[src/rtl/mem_port_b_arbiter.sv]
// RAM port B owner: round-robin arbitration between two line requesters,
// with reads, full-line writes and read-modify-write for byte-masked writes.
module mem_port_b_arbiter #(
   parameter int ADDR_WIDTH = 17,
   parameter int RAM_WIDTH  = 128,
   localparam int MASK_WIDTH = RAM_WIDTH / 8
) (
   input  logic                  clk,
   input  logic                  rst,
   input  logic                  rdy,
   input  logic                  r0_req,
   input  logic                  r0_we,
   input  logic [ADDR_WIDTH-1:0] r0_addr,
   input  logic [RAM_WIDTH-1:0]  r0_wdata,
   input  logic [MASK_WIDTH-1:0] r0_wmask,
   output logic                  r0_gnt,
   output logic                  r0_done,
   output logic [RAM_WIDTH-1:0]  r0_rdata,
   input  logic                  r1_req,
   input  logic                  r1_we,
   input  logic [ADDR_WIDTH-1:0] r1_addr,
   input  logic [RAM_WIDTH-1:0]  r1_wdata,
   input  logic [MASK_WIDTH-1:0] r1_wmask,
   output logic                  r1_gnt,
   output logic                  r1_done,
   output logic [RAM_WIDTH-1:0]  r1_rdata,
   input  logic [RAM_WIDTH-1:0]  dout_b,
   output logic [ADDR_WIDTH-1:0] addr_b,
   output logic [RAM_WIDTH-1:0]  din_b,
   output logic                  we_b
);

   typedef enum logic [2:0] {
      IDLE, RD_ADDR, RD_DATA, WR, RMW_ADDR, RMW_DATA, RMW_WR
   } state_t;

   state_t                state_q, state_d;
   logic                  owner_q, owner_d;
   logic                  rr_q, rr_d;
   logic [ADDR_WIDTH-1:0] addr_b_q, addr_b_d;
   logic [RAM_WIDTH-1:0]  din_b_q, din_b_d;
   logic                  we_reg_q, we_reg_d;
   logic [RAM_WIDTH-1:0]  wdata_q, wdata_d;
   logic [MASK_WIDTH-1:0] wmask_q, wmask_d;

   logic                  live;
   logic                  gnt;
   logic                  win;
   logic                  done;
   logic                  sel_we;
   logic [ADDR_WIDTH-1:0] sel_addr;
   logic [RAM_WIDTH-1:0]  sel_wdata;
   logic [MASK_WIDTH-1:0] sel_wmask;
   logic [RAM_WIDTH-1:0]  merged;

   // Outputs that cause side effects are killed while frozen or in reset.
   assign live   = rdy & ~rst;
   assign addr_b = addr_b_q;
   assign din_b  = din_b_q;
   assign we_b   = we_reg_q & live;

   assign r0_gnt   = gnt & ~win & live;
   assign r1_gnt   = gnt & win & live;
   assign r0_done  = done & ~owner_q & live;
   assign r1_done  = done & owner_q & live;
   assign r0_rdata = (r0_done && state_q == RD_DATA) ? dout_b : '0;
   assign r1_rdata = (r1_done && state_q == RD_DATA) ? dout_b : '0;

   // Winner select: a lone requester wins, a tie goes to rr_q.
   always_comb begin
      win = r1_req;
      if (r0_req && r1_req) win = rr_q;
      sel_we    = win ? r1_we    : r0_we;
      sel_addr  = win ? r1_addr  : r0_addr;
      sel_wdata = win ? r1_wdata : r0_wdata;
      sel_wmask = win ? r1_wmask : r0_wmask;
   end

   // Byte merge of the old line with the latched write data.
   always_comb begin
      merged = dout_b;
      for (int i = 0; i < MASK_WIDTH; i++) begin
         if (wmask_q[i]) merged[8*i +: 8] = wdata_q[8*i +: 8];
      end
   end

   // Next-state and sequencing of the single in-flight access.
   always_comb begin
      state_d  = state_q;
      owner_d  = owner_q;
      rr_d     = rr_q;
      addr_b_d = addr_b_q;
      din_b_d  = din_b_q;
      we_reg_d = we_reg_q;
      wdata_d  = wdata_q;
      wmask_d  = wmask_q;
      gnt      = 1'b0;
      done     = 1'b0;
      unique case (state_q)
         IDLE: begin
            if (r0_req || r1_req) begin
               gnt      = 1'b1;
               owner_d  = win;
               addr_b_d = sel_addr;
               wdata_d  = sel_wdata;
               wmask_d  = sel_wmask;
               if (r0_req && r1_req) rr_d = ~win;
               if (!sel_we) begin
                  state_d = RD_ADDR;
               end else if (&sel_wmask) begin
                  we_reg_d = 1'b1;
                  din_b_d  = sel_wdata;
                  state_d  = WR;
               end else if (~|sel_wmask) begin
                  state_d = WR;
               end else begin
                  state_d = RMW_ADDR;
               end
            end
         end
         RD_ADDR: state_d = RD_DATA;
         RD_DATA: begin
            done    = 1'b1;
            state_d = IDLE;
         end
         WR: begin
            done     = 1'b1;
            we_reg_d = 1'b0;
            state_d  = IDLE;
         end
         RMW_ADDR: state_d = RMW_DATA;
         RMW_DATA: begin
            din_b_d  = merged;
            we_reg_d = 1'b1;
            state_d  = RMW_WR;
         end
         RMW_WR: begin
            done     = 1'b1;
            we_reg_d = 1'b0;
            state_d  = IDLE;
         end
         default: state_d = IDLE;
      endcase
   end

   // State registers: synchronous reset, everything holds while rdy is low.
   always_ff @(posedge clk) begin
      if (rst) begin
         state_q  <= IDLE;
         owner_q  <= 1'b0;
         rr_q     <= 1'b0;
         addr_b_q <= '0;
         din_b_q  <= '0;
         we_reg_q <= 1'b0;
         wdata_q  <= '0;
         wmask_q  <= '0;
      end else if (rdy) begin
         state_q  <= state_d;
         owner_q  <= owner_d;
         rr_q     <= rr_d;
         addr_b_q <= addr_b_d;
         din_b_q  <= din_b_d;
         we_reg_q <= we_reg_d;
         wdata_q  <= wdata_d;
         wmask_q  <= wmask_d;
      end
   end

endmodule
[config.mk]
export PLATFORM = sky130hd
export DESIGN_NAME = mem_port_b_arbiter
export DESIGN_NICKNAME = d
export VERILOG_FILES = /design/src/rtl/mem_port_b_arbiter.sv
export SDC_FILE = /design/constraint.sdc
export NUM_CORES = 1
export LEC_CHECK = 0
export ABC_AREA = 1
export BUFFER_PORTS_ARGS = -buffer_cell sky130_fd_sc_hd__buf_4
export CORE_AREA = 5 5 334 336
export CTS_CLUSTER_SIZE = 10
export DETAILED_ROUTE_END_ITERATION = 7
export DIE_AREA = 0 0 339 341
export PLACE_DENSITY_LB_ADDON = 0.3
export SLEW_MARGIN = 15
export SYNTH_ARGS = -nofsm -noshare
export SYNTH_HDL_FRONTEND = slang
export SYNTH_SLANG_ARGS = --single-unit
export TNS_END_PERCENT = 100
[constraint.sdc]
create_clock -name clk -period 5.67 [get_ports clk]
set_input_delay 0 -clock clk [delete_from_list [all_inputs] [get_ports clk]]
set_output_delay 0 -clock clk [all_outputs]
set_load 0.1 [all_outputs]
==> metrics.md, run 1 <==
| Metric | Value |
|---|---|
| Hold_ws | `between 0.015 and 0.02 ns` |
| Port Buffers | `862` |
| Minimum clock period | `4.23 ns` |
| GR Layer Usage met3 | `3.68%` |
| Hold Crit Endpoint | `din_b[105]` |
| Crit path launch | `rr_q` |
| Setup Skew | `0.0262 ns` |
| Pwr Density | `245 mW/mm^2` |
| Vias in the first global route | `20.6k` |
| Post-route ant nets | `0` |
| Worst hold start | `r0_wdata[105]` |
| Clock-pin slew on the worst setup and hold paths | `0.06 ns` |
| Final-report hold violation count | `0` |
| Average size of a mapped cell | `6.40 sq um` |
| Initial antenna violation count | `20` |
| Critical path's top delay family | `simple AND/OR/NAND/NOR gates` |
| Run status | `completed` |
| Gp weighted congestion | `~0.81` |
| Final Cell Area | `0.0300 sq mm` |
| Number of synthesized register bits | `295` |
| Max IR drop VDD | `147 uV` |
| R2R Setup Slk | `about 1.4 ns` |
| Routed wire length | `93.1 mm` |
| Layout cells sized above 1 | `25.5%` |
| Register area share after synthesis | `between 30% and 40%` |
| Met2 usage | `27.2%` |
| Fmax achieved | `~240 MHz` |
| Syn Std Cell Area | `0.0164 sq mm` |
| Cell variety after synth | `24` |
| DIE WIDTH | `339 microns` |
| Crit Path Category | `reg2reg` |
| Non-filler cells, final | `5202` |
| Final period utilization | `74.5%` |
| Clock sinks | `295` |
| Critical Path AT | `4.71 ns` |
| Skew-Pair Late Insertion Delay | `0.59 ns` |
| Slew Viols, Final | `0` |
| Worst slack, placed | `1.94 ns` |
| DR DRC count | `0` |
| Hold path depth | `5` |
| CTS root buffer | `clkbuf_16` |
| Max-slew headroom | `26.2%` |
| Total gr overflow | `0` |
| TritonCTS Buffers | `between 40 and 50` |
| CP Data Required Time | `6.15 ns` |
| Buf+Inv Stages, Crit Path | `5` |
| PnR worst setup slack | `1.44 ns` |
| Met1 Usage GRT | `18.3%` |
| Reg2reg end | `din_b[126]` |
| Die area | `~0.12 sq mm` |
| Gr busiest metal | `met2` |
| CP Cell Sequence | `inv_1 > nand2_1 > nand2_8 > nand2_1 > nand2_1 > dlygate4sd3_1 > inv_1 > nor2_1 > nand2_1 > nor2_1 > nand2_1 > nand2_1 > nand2_8 > inv_6 > buf_4 > nand2_1 > nand2_1 > nor2_1` |
| Avg WL per Cell | `17.9 microns` |
| CP max stage cell | `inv_6` |
| Reg-to-Reg Start | `rr_q` |
| Area Overhead vs Synth | `83.0%` |
| Slew @ Worst Pin | `1.10 ns` |
| Leakage Power | `0.0150 uW` |
| YS warnings | `0` |
| Setup crit end kind | `flop` |
| First-pass GRT wire length | `133 mm` |
| CTS tree | `yes` |
| Post-placement cell area | `approximately 0.024 sq mm` |
| Fillers | `11.8k` |
| Setup TNS | `0 ns` |
| Critical Path Fanout Max | `between 70 and 80` |
| Placed instance count | `4667` |
| Total Routing Usage GR | `between 15 and 20%` |
| CP peak stage delay | `0.60 ns` |
| DP Wirelength | `67.2 mm` |
| Fin nets | `4203` |
| Row cnt | `121` |
| Area of the multi-input gates | `roughly 0.0086 sq mm` |
| Vias | `20.9k` |
| Post-synthesis cell count | `roughly 2.6k` |
| R2R depth | `18` |
| Boundary Pins | `863` |
| Cell mode on critical path | `nand2_1` |
| DR pass1 iterations | `5` |
| 1st-iter DRT viols | `roughly 1.1k` |
| H-tree depth | `2` |
| Largest net degree at the start of global routing | `220` |
| CTS max path bufs | `3` |
| Final setup vio count | `0` |
| Initial core utilization | `15.1%` |
| Post-Syn Nets | `3016` |
| Max-Cap Viols | `0` |
| # resized after CTS | `0` |
| RSZ-0062 raised after global routing | `false` |
| Storage element area | `just under 0.006 sq mm` |
| Core Box Area | `0.108 sq mm` |
| Die height | `between 300 and 400 microns` |
| CP Launch Type | `flop` |
| Vias per Instance | `4.02` |
| Hold Crit Class | `in2reg` |
## layout by cell type (no fill, tap or decap), drive strengths merged
cell type,netlist,layout
a31o,16,16
nor3,5,5
nand3b,13,13
a21oi,212,212
nor2,409,409
diode,0,12
dfxtp,295,295
clkinv,0,6
nand2,592,592
nand3,19,19
dlygate4sd3,0,448
clkbuf,130,60
buf,56,880
mux2i,128,128
a31oi,26,26
clkinvlp,0,2
o22ai,35,35
inv,279,282
bufinv,0,4
nand4,2,2
o21ai,342,342
## worst min-delay path: cells and delay by family
kind / cells / cell delay [ns]
simple gates: 1 / 0.07
compound gates: 2 / 0.27
buf+inv: 1 / 0.08
mux: 1 / 0.15
## cell families (layout without fill, tap and decap cells)
| group | after synthesis | in the layout | share of synthesized area (%) |
|---|---|---|---|
| AO/OA/AOI/OAI | 631 | 631 | 20.1 |
| buffers and inverters | 465 | 1682 | 11.6 |
| flip-flops | 295 | 295 | 36.0 |
| multiplexers | 128 | 128 | 7.82 |
| other | 0 | 12 | 0 |
| AND/OR/NAND/NOR | 1040 | 1040 | 24.4 |
## flip-flops by register name (all words and copies together), names as in the netlist
signal    flops
addr_b       17
din_b       128
owner_q       1
rr_q          1
state_q       3
wdata_q     128
we_reg_q      1
wmask_q      16
## how the worst max path moves through the flow
| stage | endpoint | slack, ns | cells past startpoint |
|---|---|---|---|
| floorplan | r1_rdata[107] | 0.98 | 8 |
| global placement | din_b[126] | 2.02 | 15 |
| detailed placement | din_b[126] | 1.94 | 17 |
| CTS | din_b[126] | 1.38 | 18 |
| global route | din_b[123] | 1.01 | 18 |
| finish | din_b[126] | 1.44 | 18 |
## layout make-up
| type | instances | area share (%) |
|---|---|---|
| clock inverter | 15 | 0.701 |
| multi-input combinational | 1799 | 28.8 |
| antenna | 12 | 0.100 |
| timing repair buffer | 1328 | 37.1 |
| tap | 1414 | 5.90 |
| inverter | 279 | 3.55 |
| sequential | 295 | 19.7 |
| clock buffer | 60 | 4.14 |
## synthesized netlist by cell type
library cell	n	area, sq um
inv_1	272	1020
a31oi_1	26	163
a21oi_1	212	1060
o21ai_0	318	1590
inv_2	7	26.3
nand3_1	19	95.1
dfxtp_1	295	5910
nand2_1	590	2210
buf_4	13	97.6
nand2_2	2	12.5
nand4_1	2	12.5
nor2_1	409	1540
o21ai_1	24	120
clkbuf_1	130	488
buf_2	25	125
buf_1	8	30.0
nand3b_1	13	97.6
o22ai_1	35	219
nor3_2	2	20.0
buf_6	10	113
a31o_2	2	17.5
a31o_1	14	123
nor3_1	3	15.0
mux2i_1	128	1280
## power breakdown
part	switching (uW)	total, uW	internal [uW]
Clock	1100	2810	1710
Combinational	1320	2130	805
Sequential	137	2400	2260
Total	2560	7340	4780
## layer usage
metal / part of all wire (%) / up-vias / wire length [microns]
met5: 0.072 / - / 67
met4: 2.1 / 10 / 1970
met3: 5.9 / 113 / 5510
met2: 49 / 621 / 45800
met1: 43 / 9581 / 39700
li1: - / 10600 / -
## repair_timing
item / 4_1_cts / 5_1_grt
endpoints found under the hold margin: 291 / 0
hold buffers: 448 / 0
setup buffers: 0 / 0
## per-stage QoR
step,power (uW),util [%]
3_3_place_gp,4270,22.2
6_report,7340,27.7
3_5_place_dp,4280,22.2
5_1_grt,7740,27.7
4_1_cts,7510,27.7
2_1_floorplan,3600,-
(Power assumes the default switching activity.)
==> inputs of run 2 (changes only) <==
- clock period: 5.67 -> 4.3 ns (I/O delays scaled with it)
==> run 2 against run 1 <==
  * Sequential cell count unchanged
  * Sequential power up 32%
  * Routed wire length down 1.0%
  * Total power up 31%
  * Largest power group unchanged
==> metrics.md, run 2 (synthesis gave the netlist of run 1 again) <==
| Metric | Value |
|---|---|
| CP max stage cell | `dlygate4sd3_1` |
| Die height | `341 microns (unchanged)` |
| Hold Crit Class | `in2reg` |
| Layout cells sized above 1 | `25.6% (+0.085 points)` |
| Cell mode on critical path | `nand2_1` |
| 1st-iter DRT viols | `897 (-18%)` |
| Total gr overflow | `0 (unchanged)` |
| Initial antenna violation count | `23 (+15%)` |
| Final setup vio count | `0 (unchanged)` |
| Post-route ant nets | `0 (unchanged)` |
| Fmax achieved | `273 MHz (+16%)` |
| Setup Skew | `0.0230 ns (-0.00320 ns)` |
| RSZ-0062 raised after global routing | `false` |
| Max-slew headroom | `26.0% (-0.20 points)` |
| Final-report hold violation count | `0 (unchanged)` |
| Die area | `0.116 sq mm (unchanged)` |
| Run status | `completed` |
| Vias per Instance | `4.03 (+0.11%)` |
| Crit Path Category | `reg2reg` |
| Port Buffers | `862 (unchanged)` |
| Final period utilization | `85.1% (+11 points)` |
| Vias | `21.0k (+0.25%)` |
| Max IR drop VDD | `207 uV (+41%)` |
| Leakage Power | `0.0150 uW (+0.13%)` |
| Setup crit end kind | `flop` |
| Commonest non-fill, non-tap cell in the layout | `buf_4` |
| CP peak stage delay | `0.56 ns (-0.04 ns)` |
| CP Cell Sequence | `inv_1 > nand2_1 > buf_4 > nand3_1 > nand2_1 > dlygate4sd3_1 > inv_1 > nor2_1 > nand2_1 > nor2_1 > nand2_1 > nand2_1 > nand2_8 > inv_6 > buf_12 > nand2_1 > nand2_1 > nor2_1` |
| Critical Path AT | `4.14 ns (-0.57 ns)` |
| TritonCTS Buffers | `43 (unchanged)` |
| CTS tree | `yes` |
| Most frequent cells in the layout | `buf_4 (878), nand2_1 (587), dlygate4sd3_1 (450)` |
| Initial core utilization | `15.1% (unchanged)` |
| Critical Path Fanout Max | `55 (-29%)` |
| First-pass GRT wire length | `134 mm (+0.33%)` |
| Hold_ws | `0.0492 ns (+0.0320 ns)` |
| H-tree depth | `2 (unchanged)` |
| CTS max path bufs | `3 (unchanged)` |
| Slew @ Worst Pin | `1.11 ns (+0.00292 ns)` |
| CP Data Required Time | `4.78 ns (-1.37 ns)` |
| Clock sinks | `295 (unchanged)` |
| Slew Viols, Final | `0 (unchanged)` |
| CP Launch Type | `flop` |
| Fin nets | `4209 (+0.14%)` |
| Skew-Pair Late Insertion Delay | `0.59 ns (about the same)` |
| Worst slack, placed | `1.17 ns (-0.772 ns)` |
| Avg WL per Cell | `17.7 microns (-1.2%)` |
| Max-Cap Viols | `0 (unchanged)` |
| Vias in the first global route | `21.2k (+3.2%)` |
| Boundary Pins | `863 (unchanged)` |
| Pwr Density | `320 mW/mm^2 (+31%)` |
| PnR worst setup slack | `0.641 ns (-0.803 ns)` |
| Row cnt | `121 (unchanged)` |
| Minimum clock period | `3.66 ns (-0.567 ns)` |
| Total Routing Usage GR | `15.1% (-0.065 points)` |
| Clock-pin slew on the worst setup and hold paths | `0.06 ns (about the same)` |
| Area Overhead vs Synth | `83.4%` |
| DR pass1 iterations | `5 (unchanged)` |
| CTS root buffer | `clkbuf_16` |
| DIE WIDTH | `339 microns (unchanged)` |
| Largest net degree at the start of global routing | `220 (unchanged)` |
| Gp weighted congestion | `0.802 (-1.2%)` |
| Routed wire length | `92.1 mm (-1.0%)` |
| Core Box Area | `0.108 sq mm (unchanged)` |
| DR DRC count | `0 (unchanged)` |
| DP Wirelength | `66.9 mm (-0.47%)` |
-- run 2: cell types whose count changed in the layout (fill, tap and decap cells not counted), moves of 2 or more --
cell	before	now
inv_6	5	3
dlygate4sd3_1	448	450
clkinvlp_4	2	5
clkbuf_8	8	11
buf_12	3	6
-- run 2: repair_timing --
item	CTS	global route
hold endpoints to repair	293	0
buffers inserted	0	0
hold buffers	450	0
resized for setup	0	0
-- run 2: layout make-up --
type	instances	area [sq um]
clock inverters	14	165
fillers	11800	78200
clock buffers	62	1260
repair buffers	1334	11200
multi-input cells	1799	8640
flip-flops and latches	295	5910
diodes	12	30.0
well taps	1414	1770
inverters	279	1060
-- run 2: worst paths after layout --
kind	from	end	slack, ns	depth (start not counted)
max	rr_q	din_b[13]	0.64	18
min	dout_b[44]	din_b[44]	0.05	5
max reg2reg	rr_q	din_b[13]	0.64	18
min reg2reg	we_reg_q	we_reg_q	0.47	2
-- run 2: metal layers --
metal	vias up	share of wire [%]	global-route usage, %
li1	10600	-	-
met1	9512	43	18.5
met2	701	47	25.7
met3	162	5.8	3.35
met4	12	3.8	6.04
met5	-	0.089	0
-- run 2: per-stage QoR --
step	instances	power (uW)	util, %	setup TNS (ns)	area (sq um)
2_1_floorplan	2559	4750	-	-94.61	16400
6_report	5209	9620	27.8	0	30000
3_3_place_gp	4671	5630	22.3	0	24100
4_1_cts	5197	9810	27.7	0	30000
5_1_grt	5206	10100	27.7	0	30000
3_5_place_dp	4671	5650	22.3	0	24100
-- run 2: worst max-delay path: cells and delay by family, from the launching register on --
kind	cells	cell delay, ns
flops	1	0.31
buf+inv	6	1.75
simple gates	12	1.39
-- run 2: report_power, final --
part           switching [uW]  internal (uW)
combinational            1740           1070
clock                    1440           2200
sequential                181           2980
total                    3370           6250
==> inputs of run 3 (changes only) <==
- BUFFER_PORTS_ARGS: -buffer_cell sky130_fd_sc_hd__buf_4 -> -buffer_cell sky130_fd_sc_hd__buf_2
==> run 3 against run 2 <==
  * Fmax down 3.1%
  * Combinational power down 6%
  * Non-clock buffer count down 3
  * Sequential cell count unchanged
  * Die area unchanged
  * Sequential power about the same
  * Setup slack worse by 0.12 ns
  * Utilization down 2.2 points
  * Via count down 0.20%
  * Critical path depth unchanged
  * Clock skew up 0.0053 ns
  * Total power down 4.6%
  * Critical path type unchanged
  * Critical endpoint is now din_b[15]
  * Highest routed layer unchanged
==> metrics.md, run 3 (synthesis gave the netlist of run 1 again) <==
| Metric | Value |
|---|---|
| Run status | `completed` |
| CTS max path bufs | `3 (unchanged)` |
| Routed wire length | `91.1 mm (-1.1%)` |
| Post-route ant nets | `0 (unchanged)` |
| Vias in the first global route | `20.5k (-3.5%)` |
| Clock-pin slew on the worst setup and hold paths | `0.06 ns (about the same)` |
| DP Wirelength | `65.4 mm (-2.2%)` |
| Initial antenna violation count | `21 (-8.7%)` |
| Core Box Area | `0.108 sq mm (unchanged)` |
| Met3 WL | `5.64 mm (+5.0%)` |
| Minimum clock period | `3.78 ns (+0.119 ns)` |
| Layout cells sized above 1 | `25.4% (-0.19 points)` |
| Storage element area | `0.00591 sq mm (unchanged)` |
| Post-placement cell area | `0.0219 sq mm (-8.9%)` |
| Fmax achieved | `265 MHz (-3.1%)` |
| Row cnt | `121 (unchanged)` |
| CP Launch Type | `flop` |
| R2R Setup Slk | `0.52 ns (-0.12 ns)` |
| Avg WL per Cell | `17.5 microns (-0.79%)` |
| CP max stage cell | `buf_4` |
| Crit path launch | `rr_q` |
| CP Data Required Time | `4.74 ns (-0.04 ns)` |
| Worst slack, placed | `0.676 ns (-0.495 ns)` |
| Postcts setup bufs | `0 (unchanged)` |
| Skew-Pair Late Insertion Delay | `0.58 ns (about the same)` |
| Critical path destination | `din_b[15]` |
| Die area | `0.116 sq mm (unchanged)` |
| Hold Crit Class | `in2reg` |
| Total gr overflow | `0 (unchanged)` |
| Setup crit end kind | `flop` |
| Largest net degree at the start of global routing | `220 (unchanged)` |
| Fillers | `12.0k (+1.3%)` |
| 1st-iter DRT viols | `938 (+4.6%)` |
| CTS tree | `yes` |
| Initial core utilization | `15.1% (unchanged)` |
| Area Overhead vs Synth | `69.1%` |
| Max-slew headroom | `21.1% (-4.9 points)` |
| Final period utilization | `87.9% (+2.8 points)` |
| Detail Route met2 WL | `43.6 mm (+0.11%)` |
| Pwr Density | `331 mW/mm^2 (+3.5%)` |
| Critical Path AT | `4.21 ns (+0.07 ns)` |
| Gp weighted congestion | `0.861 (+7.3%)` |
| Final Cell Area | `0.0277 sq mm (-7.8%)` |
| DR pass1 iterations | `5 (unchanged)` |
| Vias | `20.9k (-0.20%)` |
| RSZ-0062 raised after global routing | `false` |
| Worst hold start | `r0_wdata[83]` |
| First-pass GRT wire length | `132 mm (-1.5%)` |
| Final-report hold violation count | `0 (unchanged)` |
| Total Routing Usage GR | `14.9% (-0.21 points)` |
| Non-filler cells, final | `5193 (-0.31%)` |
| DIE WIDTH | `339 microns (unchanged)` |
| Setup Skew | `0.0283 ns (+0.00535 ns)` |
| CP Cell Sequence | `inv_1 > nand2_1 > nand2_8 > nand2_1 > nand2_1 > dlygate4sd3_1 > inv_1 > nor2_1 > nand2_1 > nor2_1 > nand2_1 > nand2_1 > nand2_8 > buf_6 > buf_4 > nand2_1 > nand2_1 > a21oi_1` |
| Hold_ws | `0.0197 ns (-0.0295 ns)` |
| Max-Cap Viols | `0 (unchanged)` |
| Slew @ Worst Pin | `1.18 ns (+0.0767 ns)` |
| Commonest non-fill, non-tap cell in the layout | `buf_2` |
| Met1 Wirelength | `39.8 mm (+0.30%)` |
| CP peak stage delay | `0.61 ns (+0.05 ns)` |
| Cell mode on critical path | `nand2_1` |
| Fin nets | `4204 (-0.12%)` |
| Placed instance count | `4673 (+0.043%)` |
| Max IR drop VDD | `211 uV (+2.0%)` |
| CTS root buffer | `clkbuf_16` |
| Reg-to-Reg Start | `rr_q` |
| Port Buffers | `862 (unchanged)` |
| Die height | `341 microns (unchanged)` |
| Crit Path Category | `reg2reg` |
| Critical Path Fanout Max | `61 (+11%)` |
| Vias per Instance | `4.03 (+0.11%)` |
| Most frequent cells in the layout | `buf_2 (862), nand2_1 (587), dlygate4sd3_1 (445)` |
| TritonCTS Buffers | `41 (-4.7%)` |
| PnR worst setup slack | `0.522 ns (-0.119 ns)` |
| Leakage Power | `0.0146 uW (-2.9%)` |
| Max layer used | `met5` |
| R2R depth | `18 (unchanged)` |
| Clock sinks | `295 (unchanged)` |
| Slew Viols, Final | `0 (unchanged)` |
| Reg2reg end | `din_b[15]` |
| DR DRC count | `0 (unchanged)` |
| Area of the multi-input gates | `0.00864 sq mm (unchanged)` |
| Boundary Pins | `863 (unchanged)` |
| H-tree depth | `2 (unchanged)` |
| Final setup vio count | `0 (unchanged)` |
==> run 3: changes by cell type in the layout (fill, tap and decap cells not counted), moves of 4 or more <==
cell,delta
buf_2,+862
clkinv_2,-4
dlygate4sd3_1,-5
diode_2,-5
clkbuf_1,+4
buf_4,-861
==> run 3: routing by layer <==
metal  vias up  track usage, %
met5         -               0
met4         6            3.65
met3       126            3.34
met2       723            25.9
met1      9509            18.7
li1      10600               -
==> run 3: worst max-delay path, delay by kind of cell, from the launching register on <==
family / cells / cell delay (ns)
flip-flops: 1 / 0.31
buffers and inverters: 5 / 1.79
AO/OA/AOI/OAI: 1 / 0.05
AND/OR/NAND/NOR: 12 / 1.42
==> run 3: what timing repair did <==
item,4_1_cts,5_1_grt
hold buffers,445,0
hold endpoints to repair,291,0
setup endpoints to repair,0,35
gates resized for setup,0,1
==> run 3: layout make-up <==
type                       instances  area share (%)
antenna                            7          0.0632
timing repair buffer            1331            32.6
multi-input combinational       1799            31.2
tap                             1414            6.39
clock buffer                      61            4.26
clock inverter                     7           0.366
sequential                       295            21.3
inverter                         279            3.84
==> run 3: worst min path at each step <==
stage	cells past startpoint	slack [ns]	to
5_1_grt	5	0.04	din_b[83]
2_1_floorplan	1	0.07	state_q[0]
3_5_place_dp	3	0.21	addr_b[16]
6_report	5	0.02	din_b[83]
3_3_place_gp	3	0.21	addr_b[16]
4_1_cts	5	0.003	din_b[120]
==> run 3: per-stage QoR <==
stage	util [%]	TNS (ns)	power (uW)
after floorplan	-	-94.61	4750
after global placement	20.3	0	5480
after detailed placement	20.3	0	5490
after CTS	25.6	0	9380
after global routing	25.6	0	9710
final	25.6	0	9170
==> run 3: report_power, final <==
group          switching, uW  internal [uW]  total, uW
Sequential               175           2980       3150
Clock                   1380           2010       3390
Combinational           1740            893       2630
Total                   3290           5880       9170
